`src/rtl/icache_responder.sv`:
```
// icache_responder
//   Direct-mapped, read-only instruction cache in front of the unified memory
//   arbiter. A hit returns the 16-bit instruction in the same cycle. A miss
//   raises o_stall, fills the 4-word line in order (word 0..3) through a
//   ready handshake, and then completes the request in a RESPOND cycle.
//
// Parameters
//   LINES          number of lines, power of two, 2..64
//
// Ports
//   i_clk, i_rst_n  clock, asynchronous active-low reset
//   i_req_valid     fetch request present (held stable while o_stall=1)
//   i_req_addr      instruction byte address, bit 0 ignored
//   i_flush         invalidate all lines on the next edge
//   o_instr         instruction word, valid when o_done=1
//   o_done          request completes this cycle
//   o_hit           completion was a hit
//   o_stall         request accepted but not yet complete
//   o_mem_rd        backing-memory word read request
//   o_mem_addr      backing-memory byte address
//   i_mem_data      backing-memory read data
//   i_mem_ready     read data valid / read accepted this cycle
//   o_hit_cnt, o_miss_cnt  saturating statistics (only with ICACHE_STATS_EN)
//
// Build option
//   ICACHE_STATS_EN  adds the hit/miss statistics counters and ports.
module icache_responder #(
    parameter int LINES = 16
) (
    input  logic        i_clk,
    input  logic        i_rst_n,
    input  logic        i_req_valid,
    input  logic [15:0] i_req_addr,
    input  logic        i_flush,
    output logic [15:0] o_instr,
    output logic        o_done,
    output logic        o_hit,
    output logic        o_stall,
    output logic        o_mem_rd,
    output logic [15:0] o_mem_addr,
    input  logic [15:0] i_mem_data,
    input  logic        i_mem_ready
`ifdef ICACHE_STATS_EN
    ,
    output logic [15:0] o_hit_cnt,
    output logic [15:0] o_miss_cnt
`endif
);

    localparam int IW = $clog2(LINES);
    localparam int TW = 13 - IW;

    typedef enum logic [1:0] {S_IDLE, S_FILL, S_RESPOND} state_t;

    state_t            r_state;
    logic [LINES-1:0]  r_valid;
    logic [TW-1:0]     r_tag  [LINES];
    logic [15:0]       r_data [LINES][4];
    logic [TW-1:0]     r_mtag;
    logic [IW-1:0]     r_midx;
    logic [1:0]        r_moff;
    logic [1:0]        r_cnt;

    logic [1:0]        w_off;
    logic [IW-1:0]     w_idx;
    logic [TW-1:0]     w_tag;
    logic              w_tag_hit;
    logic              w_lookup_hit;
    logic              w_miss;
    logic              w_cap;
    logic              w_unused;

    assign w_off        = i_req_addr[2:1];
    assign w_idx        = i_req_addr[2+IW:3];
    assign w_tag        = i_req_addr[15:3+IW];
    assign w_tag_hit    = r_valid[w_idx] && (r_tag[w_idx] == w_tag);
    assign w_lookup_hit = (r_state == S_IDLE) && i_req_valid && w_tag_hit;
    assign w_miss       = (r_state == S_IDLE) && i_req_valid && !w_tag_hit;
    assign w_cap        = (r_state == S_FILL) && i_mem_ready;
    assign w_unused     = i_req_addr[0];

    // Control state. The install of the in-flight line is written after the
    // flush clear so a flush during FILL still leaves that line valid.
    always_ff @(posedge i_clk or negedge i_rst_n) begin
        if (!i_rst_n) begin
            r_state <= S_IDLE;
            r_valid <= '0;
            r_cnt   <= '0;
            r_mtag  <= '0;
            r_midx  <= '0;
            r_moff  <= '0;
        end else begin
            if (i_flush)
                r_valid <= '0;
            case (r_state)
                S_IDLE: begin
                    if (w_miss) begin
                        r_cnt   <= '0;
                        r_mtag  <= w_tag;
                        r_midx  <= w_idx;
                        r_moff  <= w_off;
                        r_state <= S_FILL;
                    end
                end
                S_FILL: begin
                    if (i_mem_ready) begin
                        r_cnt <= r_cnt + 2'd1;
                        if (r_cnt == 2'd3) begin
                            r_valid[r_midx] <= 1'b1;
                            r_state         <= S_RESPOND;
                        end
                    end
                end
                S_RESPOND: r_state <= S_IDLE;
                default:   r_state <= S_IDLE;
            endcase
        end
    end

    // Line storage needs no reset; r_valid alone qualifies it.
    always_ff @(posedge i_clk) begin
        if (w_cap) begin
            r_data[r_midx][r_cnt] <= i_mem_data;
            if (r_cnt == 2'd3)
                r_tag[r_midx] <= r_mtag;
        end
    end

    // Outputs are decoded from state so a hit answers in the request cycle.
    // Gating with reset makes a mid-fill reset drop them immediately even if
    // the requester is still presenting a request.
    always_comb begin
        o_instr    = '0;
        o_done     = 1'b0;
        o_hit      = 1'b0;
        o_stall    = 1'b0;
        o_mem_rd   = 1'b0;
        o_mem_addr = '0;
        if (i_rst_n) begin
            case (r_state)
                S_IDLE: begin
                    if (i_req_valid) begin
                        if (w_tag_hit) begin
                            o_done  = 1'b1;
                            o_hit   = 1'b1;
                            o_instr = r_data[w_idx][w_off];
                        end else begin
                            o_stall = 1'b1;
                        end
                    end
                end
                S_FILL: begin
                    o_stall    = 1'b1;
                    o_mem_rd   = 1'b1;
                    o_mem_addr = {r_mtag, r_midx, r_cnt, 1'b0};
                end
                S_RESPOND: begin
                    o_done  = 1'b1;
                    o_instr = r_data[r_midx][r_moff];
                end
                default: ;
            endcase
        end
    end

`ifdef ICACHE_STATS_EN
    logic [15:0] r_hit_cnt;
    logic [15:0] r_miss_cnt;

    always_ff @(posedge i_clk or negedge i_rst_n) begin
        if (!i_rst_n) begin
            r_hit_cnt  <= '0;
            r_miss_cnt <= '0;
        end else begin
            if (w_lookup_hit && (r_hit_cnt != 16'hFFFF))
                r_hit_cnt <= r_hit_cnt + 16'd1;
            if (w_miss && (r_miss_cnt != 16'hFFFF))
                r_miss_cnt <= r_miss_cnt + 16'd1;
        end
    end

    assign o_hit_cnt  = r_hit_cnt;
    assign o_miss_cnt = r_miss_cnt;
`endif

endmodule
```
`config.mk`:
```
export PLATFORM = sky130hd
export DESIGN_NAME = icache_responder
export DESIGN_NICKNAME = d
export VERILOG_FILES = /design/src/rtl/icache_responder.sv
export SDC_FILE = /design/constraint.sdc
export NUM_CORES = 2
export LEC_CHECK = 0
export CORE_ASPECT_RATIO = 1.1
export CORE_UTILIZATION = 50
export CTS_BUF_LIST = sky130_fd_sc_hd__clkbuf_8
export DETAILED_ROUTE_END_ITERATION = 8
export PLACE_DENSITY = 0.63
export SYNTH_ARGS = -nofsm -noshare
export SYNTH_HDL_FRONTEND = slang
export SYNTH_SLANG_ARGS = --single-unit
```
`constraint.sdc`:
```
create_clock -name i_clk -period 5.2 [get_ports i_clk]
set_input_delay 1.04 -clock i_clk [delete_from_list [all_inputs] [get_ports i_clk]]
set_output_delay 1.04 -clock i_clk [all_outputs]
set_load 0.02 [all_outputs]
```
==> impl_metrics.toml <==
[status]
status = "complete, no violations"

[placed_design]
port_buffers = 70
gp_congestion = 0.857
dp_slack_ns = -0.181
dp_hpwl_um = 96100
dp_cells = 3918

[worst_setup_path]
startpoint = "r_midx[0]"
regToRegSetupSlack_ns = 1.48
cp_max_fo = 30
startpoint_type = "register"
cp.required_ns = 4.16
r2r_start = "r_midx[3]"
critPathArrivalTime_ns = 4.05
r2r_end = "r_data[11][9]"
end_kind = "primary output"
critPathKind = "reg -> out"
rr_worst_depth = 5

[sta]
final_hold_viol_count = 0
setup_viol = 0
period_share = 0.980
fin_skew_ns = 0.0356
tightest_slew_ns = 1.16
clock.fmax_mhz = 196
slew_headroom = 0.225
timing.final.ws_setup_ns = 0.106
rsz0062_at_grt = "false"
slew_violations = 0
tns_ns = 0
fin_crit_ns = 5.09

[pwr]
power_density_mw_per_mm2 = 439
p_leak_nw = 20.1
ir_drop_v = 0.000277

[floorplan]
io_pins = 73
initial_utilization = 0.507
rows = 126
die_w_um = 317
coreArea_mm2 = 0.108
die_height_um = 348
dieArea_mm2 = 0.110

[drt]
dr_wl_met2_um = 79600
wl_met3_um = 13500
top_layer = "met4"
vias = 29100
drt-met1-wl_um = 58000
first_pass_iters = 5
drtIter0Drc = 3305
viasPerCell = 6.78
totalWireLength_um = 159000
post-route-drc-count = 0
postRouteAntennaNets = 0
wire_per_inst_um = 36.9

[job]
drv_cap = 0

[clocking]
cts_buffers = 190
cts-root-buf = "clkbuf_8"
h-tree-depth = 4
hold_buffers = 0
clk_latency_ns = 0.87
clock_sinks = 1203
clkSlewWorstSetupHoldPaths_ns = 0.06
cts_tree = "done"
clk_path_buf_depth = 3

[synth]
syn_area_mm2 = 0.0546
synth_cell_types = 37
synth_edf_count = 1168
synth_top_family_by_area = "multiplexers"
syn-num-nets = 2466
ys.flop_type = "edfxtp_1"
synth.avg_cell_area_um2 = 22.5
synthAdderAreaFrac = 0.000917
syn_inst = 2425
yosysWarningCount = 0
synthSimpleGateAreaFrac = 0.0139
synth_compound_area_frac = 0.00679
synth-xor-area-share = 0.00193
ys_ff_latch = 1203
synth-async-reset-ratio = 0.0291
synthMuxAreaShare = 0.301
yosysSeqAreaShare = 0.659

[global_route]
grt_start_max_net_pins = 69
grt_pass1_wl_um = 224000
grt_usage = 0.296
grt_remaining_overflow = 0
antenna_found_initial = 6
first_global_vias = 30700

[cells_and_area]
final_util = 0.581
layout.nets = 2767
area_growth_pct = 14.6
fillers = 7802
fin_cells = 4290
layout-drive-gt1-share = 0.452

[hold_path]
min_path_type = "in -> async"
cell type report:
cell class | count | area, um^2 | area share
inverter | 23 | 86.3 | 0.00138
tap | 1408 | 1760 | 0.0282
timing repair buffer | 296 | 3170 | 0.0507
antenna | 2 | 5.00 | 0.0000800
multi-input combinational | 1012 | 18000 | 0.287
clock buffer | 201 | 2770 | 0.0442
clock inverter | 145 | 825 | 0.0132
sequential | 1203 | 36000 | 0.575
flip-flops by register name, indices dropped and copies added (netlist names):
name	flops
r_mtag	9
r_state	2
r_tag	144
r_data	1024
r_midx	4
r_cnt	2
r_moff	2
r_valid	16
cell usage in the layout, fill, tap and decap left out, drive strengths merged, types with 18 or more instances in the layout:
cell	n
buf	253
clkbuf	203
clkdlybuf4s50	31
clkinv	67
dfrtp	35
edfxtp	1168
inv	87
mux2	34
mux2i	34
mux4	696
nand2	35
nor2	87
o21ai	18
where the power goes:
part	switching, mW	internal [mW]
sequential	0.547	11.1
combinational	3.82	4.25
clock	3.75	3.96
total	8.11	19.3
cell families after synthesis:
kind of cell,Yosys count
AND/OR/NAND/NOR,172
flip-flops,1203
XOR/XNOR,12
other,1
buffers and inverters,210
multiplexers,764
adder cells (fa/ha/maj),4
AO/OA/AOI/OAI,59
metrics by stage:
stage	area [um^2]	hold slack, ns	power (mW)
2_1_floorplan	54600	0.513	16.6
3_3_place_gp	58400	0.523	19.4
3_5_place_dp	58400	0.539	19.5
4_1_cts	62400	0.0162	27.6
5_1_grt	62500	0.0748	28.3
6_report	62500	0.0989	27.5
routing by layer:
| metal | up-vias | GRT usage |
|---|---|---|
| met5 | - | 0 |
| met4 | 0 | 0.135 |
| met3 | 342 | 0.0636 |
| met2 | 1589 | 0.479 |
| met1 | 15800 | 0.384 |
| li1 | 11400 | - |
synth_stat cells, types with 2 or more instances:
master	instances	area [um^2]
clkbuf_1	86	323
nand4_1	6	37.5
buf_6	3	33.8
mux2i_1	34	340
and3_1	17	106
inv_1	23	86.3
mux2_4	7	105
a21oi_1	16	80.1
xor2_1	2	17.5
buf_1	42	158
dfrtp_1	35	876
nand2b_1	2	12.5
xnor2_1	10	87.6
o21ai_0	18	90.1
or3_1	2	12.5
mux4_2	696	15700
mux2_2	27	304
nor2_1	87	327
nand3_1	14	70.1
o22ai_1	17	106
nor2b_1	5	31.3
nand2_1	35	131
nor3_1	2	10.0
ha_1	4	50.1
edfxtp_1	1168	35100
o211a_1	2	20.0
buf_4	4	30.0
buf_2	52	260
repair_timing:
item                       in CTS  in global routing
pin swaps                       2                  0
gates resized for setup        30                 20
setup buffers                  15                  4
gates cloned                    6                  1
setup endpoints to repair      16                 13
how the worst max path moves through the flow:
stage / end / slack (ns) / cells after the start
global route: o_instr[2] / 0.002 / 12
floorplan: o_instr[10] / 0.41 / 10
global placement: o_instr[15] / -0.25 / 10
detailed placement: o_instr[15] / -0.18 / 10
CTS: o_instr[13] / -0.16 / 9
finish: o_instr[0] / 0.11 / 10
critical path: stages (launching register included):
cell and delay, ns:
dfrtp_4 0.45, buf_12 0.17, buf_16 0.16, buf_16 0.23
mux4_2 0.54, mux4_2 0.57, mux4_2 0.49, nand2_1 0.10
o21ai_2 0.08, buf_4 0.17, buf_4 0.16
Note: power is estimated with default switching activity, not from simulation.
